## src/rtl/sharpness_ctrl_pkg.sv

```systemverilog
// Shared types and constants for the sharpness preprocess sequencer.
// Frame statistics are enabled by defining SHARPNESS_STAT_EN.
package sharpness_ctrl_pkg;

   localparam int THR_W = 13;

   typedef enum logic [1:0] {
      V_BLANK = 2'd0,
      H_BLANK = 2'd1,
      ACTIVE  = 2'd2,
      OVERRUN = 2'd3
   } shp_state_e;

   localparam int STAT_CFG_ERR    = 0;
   localparam int STAT_LINE_OVF   = 1;
   localparam int STAT_LINE_SHORT = 2;

   function automatic logic [2:0] popcount4(input logic [3:0] v);
      return {2'b00, v[0]} + {2'b00, v[1]} + {2'b00, v[2]} + {2'b00, v[3]};
   endfunction

endpackage

```

## src/rtl/shp_frame_stat.sv

```systemverilog
// Per-frame count of sharpened subpixels: popcount, saturating accumulator, output latch.
// Present only when SHARPNESS_STAT_EN is defined.
`ifdef SHARPNESS_STAT_EN
module shp_frame_stat
   import sharpness_ctrl_pkg::*;
#(
   parameter int STAT_W = 24
) (
   input  logic              clk,
   input  logic              rst,
   input  logic              acc_en,
   input  logic [3:0]        sel,
   input  logic              xfer,
   input  logic              clr,
   output logic [STAT_W-1:0] stat_count
);

   logic [STAT_W-1:0] acc_q, acc_d;
   logic [STAT_W-1:0] stat_q, stat_d;
   logic [STAT_W-1:0] sum;

   function automatic logic [STAT_W-1:0] sat_add(input logic [STAT_W-1:0] a,
                                                 input logic [2:0] b);
      logic [STAT_W:0] s;
      s = {1'b0, a} + {{(STAT_W-2){1'b0}}, b};
      return s[STAT_W] ? {STAT_W{1'b1}} : s[STAT_W-1:0];
   endfunction

   always_comb begin
      sum    = acc_en ? sat_add(acc_q, popcount4(sel)) : acc_q;
      acc_d  = clr ? '0 : sum;
      stat_d = xfer ? sum : stat_q;
   end

   always_ff @(posedge clk) begin
      if (rst) begin
         acc_q  <= '0;
         stat_q <= '0;
      end else begin
         acc_q  <= acc_d;
         stat_q <= stat_d;
      end
   end

   assign stat_count = stat_q;

endmodule
`endif

```

## src/rtl/sharpness_ctrl.sv

```systemverilog
// Line/frame sequencer for the sharpness preprocess stage: load enable, border marks,
// frame-synchronous config shadowing and status. Optional statistics: SHARPNESS_STAT_EN.
module sharpness_ctrl
   import sharpness_ctrl_pkg::*;
#(
   parameter int BEAT_W = 11,
   parameter int LINE_W = 11,
   parameter int STAT_W = 24
) (
   input  logic              clk,
   input  logic              rst,
   input  logic              i_hs,
   input  logic              i_vs,
   input  logic              cfg_sharp_en,
   input  logic [THR_W-1:0]  cfg_thr_hi,
   input  logic [THR_W-1:0]  cfg_thr_lo,
   input  logic [BEAT_W-1:0] cfg_line_beats,
   input  logic [3:0]        shp_sel_in,
   output logic              spr_sharp_en,
   output logic [THR_W-1:0]  spr_thr_hi,
   output logic [THR_W-1:0]  spr_thr_lo,
   output logic              shp_pre_en,
   output logic              o_border,
   output logic [LINE_W-1:0] line_cnt,
   output logic              frame_done,
   output logic [STAT_W-1:0] stat_count,
   output logic [2:0]        o_status
);

   logic hs_q, vs_q;
   logic hs_rise, hs_fall, vs_rise, vs_fall;

   shp_state_e        state_q, state_d, beat_state;
   logic [BEAT_W-1:0] beat_cnt_q, beat_cnt_d, beat_eff;
   logic [LINE_W-1:0] line_cnt_q, line_cnt_d;
   logic              pre_en_q, pre_en_d;
   logic              border_q, border_d;
   logic              frame_done_q, frame_done_d;
   logic              sharp_en_q, sharp_en_d;
   logic [THR_W-1:0]  thr_hi_q, thr_hi_d;
   logic [THR_W-1:0]  thr_lo_q, thr_lo_d;
   logic [2:0]        status_q, status_d;
   logic              line_end;

   // Edge-detect flops are left out of reset so a frame in flight during rst
   // does not look like a fresh i_vs rise afterwards.
   always_ff @(posedge clk) begin
      hs_q <= i_hs;
      vs_q <= i_vs;
   end

   assign hs_rise = i_hs & ~hs_q;
   assign hs_fall = ~i_hs & hs_q;
   assign vs_rise = i_vs & ~vs_q;
   assign vs_fall = ~i_vs & vs_q;

   // state_d is the classification of the current input cycle; V_BLANK is left
   // only on an i_vs rise, and a line starts only on an i_hs rise.
   always_comb begin
      beat_eff   = hs_rise ? '0 : beat_cnt_q;
      beat_state = (beat_eff < cfg_line_beats) ? ACTIVE : OVERRUN;
      state_d    = state_q;
      if (!i_vs) begin
         state_d = V_BLANK;
      end else begin
         unique case (state_q)
            V_BLANK: if (vs_rise) state_d = hs_rise ? beat_state : H_BLANK;
            H_BLANK: state_d = hs_rise ? beat_state : H_BLANK;
            default: state_d = i_hs ? beat_state : H_BLANK;
         endcase
      end
   end

   always_comb begin
      line_end     = hs_fall && (state_q == ACTIVE || state_q == OVERRUN);
      beat_cnt_d   = beat_cnt_q;
      line_cnt_d   = line_cnt_q;
      sharp_en_d   = sharp_en_q;
      thr_hi_d     = thr_hi_q;
      thr_lo_d     = thr_lo_q;
      status_d     = status_q;
      pre_en_d     = (state_d == ACTIVE);
      border_d     = pre_en_d &&
                     (beat_eff == '0 || beat_eff == (cfg_line_beats - BEAT_W'(1)));
      frame_done_d = vs_fall && (state_q != V_BLANK);

      if (state_d == ACTIVE) beat_cnt_d = beat_eff + BEAT_W'(1);
      else if (hs_rise)      beat_cnt_d = '0;

      if (vs_rise)       line_cnt_d = '0;
      else if (line_end) line_cnt_d = line_cnt_q + LINE_W'(1);

      if (vs_rise) begin
         sharp_en_d = cfg_sharp_en;
         if (cfg_thr_lo <= cfg_thr_hi) begin
            thr_hi_d = cfg_thr_hi;
            thr_lo_d = cfg_thr_lo;
         end else begin
            status_d[STAT_CFG_ERR] = 1'b1;
         end
      end
      if (state_d == OVERRUN)
         status_d[STAT_LINE_OVF] = 1'b1;
      if (line_end && (beat_cnt_q < cfg_line_beats))
         status_d[STAT_LINE_SHORT] = 1'b1;
   end

   always_ff @(posedge clk) begin
      if (rst) begin
         state_q      <= V_BLANK;
         beat_cnt_q   <= '0;
         line_cnt_q   <= '0;
         pre_en_q     <= 1'b0;
         border_q     <= 1'b0;
         frame_done_q <= 1'b0;
         sharp_en_q   <= 1'b0;
         thr_hi_q     <= '0;
         thr_lo_q     <= '0;
         status_q     <= '0;
      end else begin
         state_q      <= state_d;
         beat_cnt_q   <= beat_cnt_d;
         line_cnt_q   <= line_cnt_d;
         pre_en_q     <= pre_en_d;
         border_q     <= border_d;
         frame_done_q <= frame_done_d;
         sharp_en_q   <= sharp_en_d;
         thr_hi_q     <= thr_hi_d;
         thr_lo_q     <= thr_lo_d;
         status_q     <= status_d;
      end
   end

   assign spr_sharp_en = sharp_en_q;
   assign spr_thr_hi   = thr_hi_q;
   assign spr_thr_lo   = thr_lo_q;
   assign shp_pre_en   = pre_en_q;
   assign o_border     = border_q;
   assign line_cnt     = line_cnt_q;
   assign frame_done   = frame_done_q;
   assign o_status     = status_q;

`ifdef SHARPNESS_STAT_EN
   shp_frame_stat #(.STAT_W(STAT_W)) u_frame_stat (
      .clk        (clk),
      .rst        (rst),
      .acc_en     (pre_en_q & ~border_q),
      .sel        (shp_sel_in),
      .xfer       (frame_done_d),
      .clr        (frame_done_q),
      .stat_count (stat_count)
   );
`else
   logic unused_sel;
   assign unused_sel = ^shp_sel_in;
   assign stat_count = '0;
`endif

endmodule
```

## config.mk

```make
export PLATFORM = sky130hd
export DESIGN_NAME = sharpness_ctrl
export DESIGN_NICKNAME = d
export VERILOG_FILES = /design/src/rtl/sharpness_ctrl_pkg.sv /design/src/rtl/shp_frame_stat.sv /design/src/rtl/sharpness_ctrl.sv
export SDC_FILE = /design/constraint.sdc
export NUM_CORES = 1
export LEC_CHECK = 0
export BUFFER_PORTS_ARGS = -buffer_cell sky130_fd_sc_hd__buf_4
export CORE_MARGIN = 4
export CORE_UTILIZATION = 56
export DETAILED_ROUTE_END_ITERATION = 12
export GPL_TIMING_DRIVEN = 0
export PLACE_DENSITY = 0.82
export SLEW_MARGIN = 20
export SYNTH_ARGS = -nofsm -noshare
export SYNTH_HDL_FRONTEND = slang
export SYNTH_SLANG_ARGS = --single-unit
```

## constraint.sdc

```tcl
create_clock -name clk -period 5.9 [get_ports clk]
set_input_delay 0.295 -clock clk [delete_from_list [all_inputs] [get_ports clk]]
set_output_delay 0.295 -clock clk [all_outputs]
set_load 0.02 [all_outputs]
```

==> metrics <==
status=complete, no violations; Slew @ Worst Pin=between 0.6 and 0.7 ns; WP buf/inv=2; final wirelength=about 9200 um; All-Layer GR Usage=0.235; most common cell after layout, fill and taps aside=buf_4; Nets=approximately 640; via count=roughly 3,400; H-tree level count=3; min cycle time layout=a little under 3 ns; number of setup violations in the final report=0; Syn Area/Cell=8.57 um2; EDFF count, synth=0; Setup Buffers After CTS=0; unrepaired setup endpoints after global routing=false; Die Y=around 90 um; CTS Buf Count=9; cells along the critical path=nand2b_4 -> clkbuf_1 -> nand2_1 -> ha_1 -> nand2b_1 -> a21oi_1 -> a311oi_1 -> o41a_1 -> buf_2 -> and3_1 -> a31oi_1 -> nor3_1; Critical Path End Type=flop; initial antenna violation count=0; Via density=5.28; prevailing post-synth register cell=dfxtp_1; final worst-path cycle share=0.503; Hold Violations, Final=0; largest family of logic cells by synthesized area=simple AND/OR/NAND/NOR gates; clock sink total=between 50 and 60; number of synthesized register bits=around 60; CP max stage delay=around 0.40 ns; cts repair resizes=0; CP max stage cell=dfxtp_1; later-pin clock latency in the skew report=0.35 ns; Core Area=approximately 6400 um2; post-synthesis sequential area ratio=0.317; Critical Path AT=about 3.2 ns; Worst-path clk slew=roughly 0.070 ns; setup TNS=0 ns; hold_buf cts=0; Gate Count Post-Synth=~440; post-route DRC violation count=0; Synth warnings=0; most frequent cells in the layout=buf_4, dfxtp_1, nor2_1, ha_1, inv_1; asr flop ratio synth=0; Cell variety after synth=57; Layout area overhead=28.5%; adder-cell share of the synthesized area=0.121; Setup CP Type=reg -> reg; skew final=roughly 0.011 ns; die area=roughly 8000 um2; dpl hpwl=7320 um; FP Rows=29; Post-Syn Area=around 3700 um2; Synth Area in Compound Gates=0.113; cell leakage power=2.33 nW; Peak Freq=between 0.3 and 0.4 GHz; Slew Limit Fails=0; Hold Path Class=in -> reg; vias in the first global route=approximately 3,300; # port buffers=between 80 and 90; remaining global-route overflow=0; Finished Layout Cells=635; first-pass GRT wire length=around 15,000 um; CP Max Fanout=10; DIE WIDTH=89.6 um; Fill cells=around 480; CP top delay family=simple AND/OR/NAND/NOR gates; TritonRoute pass-1 iters=4; worst path required time=a little over 6 ns; routability cong.=0.886; Worst setup SP type=flop; # IOs=around 110; antenna diode count=0; fraction of layout cells with a size suffix above 1=0.244; mux share of post-synthesis cell area=0.0752; Root Buffer=clkbuf_8; post-route ant nets=0; XOR/XNOR Fraction of Synth Area=0.0685; CTS tree=yes; peak supply drop=just under 0.2 mV; largest net degree at the start of global routing=13; Inst Count DP=a little over 600; initial core utilization=0.580; Power Density=between 200 and 250 nW/um2; routed len/inst=~15 um; post-synthesis simple-gate area fraction=0.200; Iter 0 DRT Violations=111; Slew HR=0.549; Longest Clk Path Bufs=2; Max Cap Viol=0
[layer usage]
layer | track usage | routed length (um)
met1 | 0.288 | 3940
met2 | 0.416 | 4690
met3 | 0.0392 | 436
met4 | 0.0812 | 153
met5 | 0 | 0
[report_power, final]
group / switching [W] / internal (W)
Clock: 0.000178 / 0.000283
Sequential: 0.00000727 / 0.000410
Combinational: 0.0000979 / 0.0000814
Total: 0.000283 / 0.000775
[worst register-to-register path, cell delays in order, from the launching register on]
cell and delay (ns):
dfxtp_1 0.40, nand2b_4 0.19, clkbuf_1 0.37, nand2_1 0.23
ha_1 0.24, nand2b_1 0.14, a21oi_1 0.17, a311oi_1 0.07
o41a_1 0.40, buf_2 0.19, and3_1 0.20, a31oi_1 0.16
nor3_1 0.06
[state kept, by name (all words and copies together), names as in the netlist]
| name | flops |
|---|---|
| shp_pre_en | 1 |
| frame_done | 1 |
| line_cnt | 11 |
| hs_q | 1 |
| spr_thr_lo | 13 |
| spr_thr_hi | 13 |
| vs_q | 1 |
| spr_sharp_en | 1 |
| state_q | 2 |
| beat_cnt_q | 11 |
| o_border | 1 |
| o_status | 3 |
[worst paths after layout]
path         cells after the start  slack, ns            end    startpoint
max                             12       2.93  beat_cnt_q[9]          hs_q
min reg2reg                      2       0.47   spr_sharp_en  spr_sharp_en
max reg2reg                     12       2.93  beat_cnt_q[9]          hs_q
min                              1        0.1           vs_q          i_vs
[stage by stage]
stage	hold WS (ns)	area, um2	power [W]	utilization	setup WS [ns]
after global routing	0.0888	4790	0.00110	0.745	2.68
after CTS	0.0820	4790	0.00106	0.745	3.00
final	0.0956	4790	0.00106	0.745	2.93
after global placement	0.434	4540	0.000599	0.707	3.05
after floorplan	0.323	3810	0.000540	-	3.46
after detailed placement	0.436	4540	0.000604	0.707	3.02
[layout make-up]
type,count,area (um2),share of cell area
plain buffers,38,258,0.0538
clock buffers,9,124,0.0259
clock inverters,7,124,0.0259
inverters,35,131,0.0274
multi-input cells,326,2240,0.468
flip-flops and latches,59,1180,0.247
well taps,77,96.3,0.0201
repair buffers,84,631,0.132
[synth_stat cells, drive strengths merged, types with 2 or more instances]
cell type,n,share of area
dfxtp,59,0.32
nor2,59,0.061
ha,36,0.12
inv,35,0.035
buf,29,0.060
mux2i,28,0.075
nand2,27,0.027
o21ai,16,0.021
xnor2,16,0.038
a21oi,15,0.020
and2,10,0.017
and3,9,0.015
clkbuf,9,0.0091
xor2,8,0.019
nand3,7,0.0094
nand4,7,0.012
or3,7,0.012
nand2b,6,0.012
nor3,6,0.0081
a211oi,4,0.0081
a31oi,4,0.0067
a2111oi,3,0.0087
nor4,3,0.0067
o21a,3,0.0060
a21boi,2,0.0040
a21o,2,0.0040
nand3b,2,0.0040
xnor3,2,0.012
[cell families (layout without fill, tap and decap cells)]
group / count (synthesis) / count (layout)
simple gates: 150 / 150
compound gates: 62 / 62
flops: 59 / 59
buf+inv: 73 / 173
other cells: 1 / 24
xor+xnor: 26 / 26
fa+ha+maj: 36 / 36
mux: 28 / 28
No activity file was read; power rests on OpenSTA's default activity.
